## config.mk

```make
export PLATFORM = sky130hd
export DESIGN_NAME = c16_reset_seq
export DESIGN_NICKNAME = d
export VERILOG_FILES = /design/src/rtl/c16_pkg.sv /design/src/rtl/c16_reset_seq_debounce.sv /design/src/rtl/c16_reset_seq.sv
export SDC_FILE = /design/constraint.sdc
export NUM_CORES = 1
export LEC_CHECK = 0
export ABC_CLOCK_PERIOD_IN_PS = 3600
export CORE_ASPECT_RATIO = 0.9
export CORE_MARGIN = 1.5
export CORE_UTILIZATION = 61
export DETAILED_ROUTE_END_ITERATION = 10
export HOLD_SLACK_MARGIN = 0.06
export PLACE_DENSITY = 0.82
export SLEW_MARGIN = 10
export SYNTH_ARGS = -nofsm -noshare
export SYNTH_HDL_FRONTEND = slang
export SYNTH_HIERARCHICAL = 1
export SYNTH_SLANG_ARGS = --single-unit
```

## constraint.sdc

```tcl
create_clock -name CLK28 -period 3.6 [get_ports CLK28]
set_clock_uncertainty 0.15 [all_clocks]
set_input_delay 0.54 -clock CLK28 [delete_from_list [all_inputs] [get_ports CLK28]]
set_output_delay 0.54 -clock CLK28 [all_outputs]
set_load 0.05 [all_outputs]
```

## src/rtl/c16_pkg.sv

```systemverilog
// Shared C16 top-level definitions: reset sequencer state encoding and source indices.
package c16_pkg;

  typedef enum logic [1:0] {
    RSQ_ASSERT  = 2'd0,
    RSQ_STAGGER = 2'd1,
    RSQ_RUN     = 2'd2
  } rsq_state_e;

  localparam int RSQ_SRC_COLD = 0;

  // Counter width able to hold values 0..n-1, never narrower than one bit.
  function automatic int rsq_idx_w(input int n);
    return (n > 1) ? $clog2(n) : 1;
  endfunction

endpackage

```

## src/rtl/c16_reset_seq_debounce.sv

```systemverilog
// Request filter: 2-flop synchroniser plus a stable-level debouncer.
// Only instantiated when RESET_SEQ_DEBOUNCE_EN is defined.
module req_debounce #(
  parameter int DEB_W = 16
) (
  input  logic CLK28,
  input  logic RESET_N,
  input  logic din,
  output logic dout
);

  // The level must differ from dout for 2^DEB_W-1 consecutive edges before it is taken.
  localparam logic [DEB_W-1:0] DEB_LAST = ~DEB_W'(1);

  logic             sync1;
  logic             sync2;
  logic [DEB_W-1:0] cnt;

  always_ff @(posedge CLK28) begin
    if (!RESET_N) begin
      sync1 <= 1'b0;
      sync2 <= 1'b0;
      cnt   <= '0;
      dout  <= 1'b0;
    end else begin
      sync1 <= din;
      sync2 <= sync1;
      if (sync2 == dout) begin
        cnt <= '0;
      end else if (cnt == DEB_LAST) begin
        dout <= sync2;
        cnt  <= '0;
      end else begin
        cnt <= cnt + DEB_W'(1);
      end
    end
  end

endmodule

```

## src/rtl/c16_reset_seq.sv

```systemverilog
// Multi-source reset sequencer: cold/warm hold, then staggered release of RST_OUT[0..N_OUT-1].
// Optional request filtering is enabled by defining RESET_SEQ_DEBOUNCE_EN.
//
//   state       | meaning
//   ------------+--------------------------------------------------
//   RSQ_ASSERT  | all outputs in reset, hold counter runs to TERM
//   RSQ_STAGGER | outputs released one by one, STAGE_GAP apart
//   RSQ_RUN     | all outputs released, waiting for a request
module c16_reset_seq
  import c16_pkg::*;
#(
  parameter int CNT_W       = 24,
  parameter int WARM_CYCLES = 65535,
  parameter int N_SRC       = 2,
  parameter int N_OUT       = 3,
  parameter int STAGE_GAP   = 16,
  parameter int DEB_W       = 16
) (
  input  logic             CLK28,
  input  logic             RESET_N,
  input  logic [N_SRC-1:0] REQ,
  input  logic             HOLD,
  output logic [N_OUT-1:0] RST_OUT,
  output logic             BUSY,
  output logic             COLD,
  output logic             DONE
);

  localparam int GAP_W = rsq_idx_w(STAGE_GAP);
  localparam int IDX_W = rsq_idx_w(N_OUT);

  localparam logic [CNT_W-1:0] WARM_TERM = CNT_W'(WARM_CYCLES);
  localparam logic [GAP_W-1:0] GAP_LAST  = GAP_W'(STAGE_GAP - 1);
  localparam logic [IDX_W-1:0] IDX_LAST  = IDX_W'(N_OUT - 1);

  logic [N_SRC-1:0] req_f;

`ifdef RESET_SEQ_DEBOUNCE_EN
  for (genvar i = 0; i < N_SRC; i++) begin : g_deb
    req_debounce #(.DEB_W(DEB_W)) u_deb (
      .CLK28   (CLK28),
      .RESET_N (RESET_N),
      .din     (REQ[i]),
      .dout    (req_f[i])
    );
  end
`else
  assign req_f = REQ;
`endif

  rsq_state_e       state_q, state_nxt;
  logic [CNT_W-1:0] hold_q, hold_nxt;
  logic [GAP_W-1:0] gap_q, gap_nxt;
  logic [IDX_W-1:0] idx_q, idx_nxt;
  logic [N_OUT-1:0] rst_q, rst_nxt;
  logic             cold_q, cold_nxt;
  logic             done_q, done_nxt;

  logic             req_cold;
  logic             req_warm;
  logic [CNT_W-1:0] term;

  assign req_cold = req_f[RSQ_SRC_COLD];
  assign req_warm = |(req_f >> 1);
  assign term     = cold_q ? '1 : WARM_TERM;

  always_comb begin
    state_nxt = state_q;
    hold_nxt  = hold_q;
    gap_nxt   = gap_q;
    idx_nxt   = idx_q;
    rst_nxt   = rst_q;
    cold_nxt  = cold_q;
    done_nxt  = 1'b0;

    if (req_cold || req_warm || HOLD) begin
      state_nxt = RSQ_ASSERT;
      hold_nxt  = '0;
      gap_nxt   = '0;
      idx_nxt   = '0;
      rst_nxt   = '1;
      // A cold sequence stays cold until it has reached RUN.
      if (req_cold)
        cold_nxt = 1'b1;
      else if (req_warm && !(cold_q && state_q != RSQ_RUN))
        cold_nxt = 1'b0;
    end else begin
      unique case (state_q)
        RSQ_ASSERT: begin
          if (hold_q == term) begin
            gap_nxt = '0;
            if (N_OUT == 1) begin
              state_nxt = RSQ_RUN;
              rst_nxt   = '0;
              done_nxt  = 1'b1;
            end else begin
              state_nxt  = RSQ_STAGGER;
              rst_nxt[0] = 1'b0;
              idx_nxt    = IDX_W'(1);
            end
          end else begin
            hold_nxt = hold_q + CNT_W'(1);
          end
        end
        RSQ_STAGGER: begin
          if (gap_q == GAP_LAST) begin
            gap_nxt        = '0;
            rst_nxt[idx_q] = 1'b0;
            idx_nxt        = idx_q + IDX_W'(1);
            if (idx_q == IDX_LAST) begin
              state_nxt = RSQ_RUN;
              done_nxt  = 1'b1;
            end
          end else begin
            gap_nxt = gap_q + GAP_W'(1);
          end
        end
        RSQ_RUN: ;
        default: begin
          state_nxt = RSQ_ASSERT;
          hold_nxt  = '0;
          gap_nxt   = '0;
          idx_nxt   = '0;
          rst_nxt   = '1;
        end
      endcase
    end
  end

  always_ff @(posedge CLK28) begin
    if (!RESET_N) begin
      state_q <= RSQ_ASSERT;
      hold_q  <= '0;
      gap_q   <= '0;
      idx_q   <= '0;
      rst_q   <= '1;
      cold_q  <= 1'b1;
      done_q  <= 1'b0;
    end else begin
      state_q <= state_nxt;
      hold_q  <= hold_nxt;
      gap_q   <= gap_nxt;
      idx_q   <= idx_nxt;
      rst_q   <= rst_nxt;
      cold_q  <= cold_nxt;
      done_q  <= done_nxt;
    end
  end

  assign RST_OUT = rst_q;
  assign BUSY    = (state_q != RSQ_RUN);
  assign COLD    = cold_q;
  assign DONE    = done_q;

endmodule

```

==> out/qor.yml <==
status: "finished clean"
grt_max_degree: 22
drv_slew: 0
placedInstanceArea_um2: 2320
worstHoldStart: "RST_OUT[1]$_SDFFE_PP1P_"
synth_nets: 283
tns_ns: 0
p_int_w: 0.000567
nNetsFinal: 289
ys_types: 52
coreArea_um2: 3400
leakage_nw: 0.743
gr-total-overflow: 0
critical_path_arrival_ns: 2.09
grt_util_met2_pct: 43.4
port_buffers: 10
antenna_found_initial: 0
p_comb_share_pct: 1.8
criticalPathCategory: "reg -> out"
crit_start: "state_q[0]$_SDFFE_PP0P_"
cp.required_ns: 2.91
synth_seq_cells: 37
hold_class: "reg -> reg"
vdd_ir_drop_max_mv: 0.235
final_area_um2: 2410
dieArea_um2: 3950
finalCritPeriodShare_pct: 77.2
worst-path-buf-inv: 3
htreeDepth: 2
path_cells: "inv_1 -> ha_1 -> inv_1 -> clkdlybuf4s50_1"
avgViaCountPerCell: 6.73
diodes: 0
use_met3_pct: 6.59
clockBufferDepth: 2
top_usage_layer: "met2"
start_util_pct: 64.3
cts_tree: "built"
cp-end-kind: "primary output"
die_w_um: 66.1
grt_setup_unrepaired: "false"
yosys_warnings: 6
dr.pass1.iters: 6
synthesis.area_um2: 2190
first_global_vias: 1873
critPathLaunchType: "flip-flop"
rows: 20
slew_headroom_pct: 48.2
syn_inst: 270
drcViolationCount: 0
ios: 11
crit_family: "buffers and inverters"
clock-root-buffer: "clkbuf_8"
ctsHoldBuffers: 0
synth_edf_count: 0
synthFlopType: "dfxtp_1"
fin_util_pct: 70.7
ys_top_cells_by_area: "dfxtp_1 (34%), nand2_1 (5.3%), ha_1 (4.6%)"
critPathSlowestCell: "clkdlybuf4s50_1"
ys_top_cells_by_count: "dfxtp_1 (37), nand2_1 (31), nand3_1 (19)"
gp_congestion: 0.882
grtUsageTotal_pct: 28.8
cts_buffers: 5
path_clk_slew_ns: 0.07
drive_above_1_share_pct: 8.33
r2r_start: "hold_q[0]$_SDFFE_PP0P_"
power.density_nw_per_um2: 300
cp_slowest_stage_delay_ns: 0.83
hpwlAfterDp_um: 3650
grtUsageMet1_pct: 40.5
finalSetupViolations: 0
wl_um: 5340
hold_violations: 0
crit_top_cell: "inv_1"
numClockSinks: 37
cts_resized: 0
synth.top_cell.area_share_pct: 33.9
routed_wire_length_per_instance_um: 16.7
area_growth_pct: 10.1
drt_iter0_drc: 303
post_cts.repair.setup_buffers: 0
grt_first_pass_wirelength_um: 8760
swShare_pct: 21.3
drv_cap: 0
yosysSeqAreaShare_pct: 33.9
ys_async_sr_fraction_pct: 0
max_freq_mhz: 360
worst_pin_slew_ns: 0.768
syn_area_per_cell_um2: 8.10
synth_top_area_cell: "dfxtp_1"
insertion_delay_ns: 0.29
p_seq_share_pct: 56.8
synth_most_common_cell: "dfxtp_1"
final_antenna_net_count: 0
p_sw_w: 0.000154
num_vias: 2153
die_h_um: 59.8
fin_crit_ns: 2.78
clockPowerShare_pct: 41.4
cp_max_fo: 9
-- cell usage in the layout (no fill, tap or decap), types with 7 or more instances in the layout --
master / instances
clkdlybuf4s50_1: 10
ha_1: 8
nor3_1: 15
or4_1: 9
o31ai_1: 9
or3_1: 9
dfxtp_1: 37
a31oi_1: 8
nor2_1: 13
inv_1: 13
nand4_1: 7
a21oi_1: 15
nand3_1: 19
nand2_1: 31
-- routing by layer --
layer | wire length, µm | vias up | part of all wire [%]
met5 | 0 | - | 0
met4 | 80 | 0 | 1.5
met3 | 314 | 9 | 5.9
met2 | 2400 | 71 | 45
met1 | 2550 | 1034 | 48
li1 | - | 1039 | -
-- kinds of logic after synthesis --
logic type / count (synthesis) / synth area share, %
flip-flops: 37 / 33.9
buffers and inverters: 29 / 5.15
adder cells (fa/ha/maj): 8 / 4.58
multiplexers: 6 / 2.80
AO/OA/AOI/OAI: 69 / 24.1
AND/OR/NAND/NOR: 121 / 29.5
-- sequential cells by signal, summed over array words and instances, names as in the netlist --
| register | flops |
|---|---|
| COLD | 1 |
| DONE | 1 |
| RST_OUT | 3 |
| gap_q | 4 |
| hold_q | 24 |
| idx_q | 2 |
| state_q | 2 |
-- power groups by stage --
stage / Clock, W / Combinational [W] / Sequential (W)
floorplan: 0 / 0.00000555 / 0.000419
global placement: 0 / 0.0000127 / 0.000419
detailed placement: 0 / 0.0000129 / 0.000419
CTS: 0.000298 / 0.0000129 / 0.000410
global route: 0.000319 / 0.0000141 / 0.000410
finish: 0.000299 / 0.0000130 / 0.000410
-- worst paths after layout --
check	slack [ns]	cells after the start	to
hold reg to reg	0.31	1	RST_OUT[1]$_SDFFE_PP1P_
hold / removal	0.31	1	RST_OUT[1]$_SDFFE_PP1P_
setup / recovery	0.82	4	BUSY
setup reg to reg	0.86	6	hold_q[11]$_SDFFE_PP0P_
-- layout make-up --
class	instances	area, µm²
clock buffer	7	86.3
fill	281	996
inverter	13	48.8
multi-input combinational	204	1340
sequential	37	741
tap	44	55.1
timing repair buffer	15	138
-- worst reg2reg max path, stage by stage, from the launching register on --
cell and delay [ns]:
dfxtp_1 0.40, ha_1 0.24, nand4_1 0.14, or4_1 0.66, o41ai_4 0.73, or3_1 0.21, a21oi_1 0.08
-- stage by stage --
stage          worst slack [ns]  total power (W)  cells  hold WS (ns)
6_report                  0.822         0.000721    320         0.308
5_1_grt                   0.675         0.000743    320         0.321
4_1_cts                   0.830         0.000721    320         0.312
3_5_place_dp              0.871         0.000432    313         0.299
3_3_place_gp              0.916         0.000432    313         0.285
2_1_floorplan              1.00         0.000425    270         0.302
Note: power is estimated with default switching activity, not from simulation.
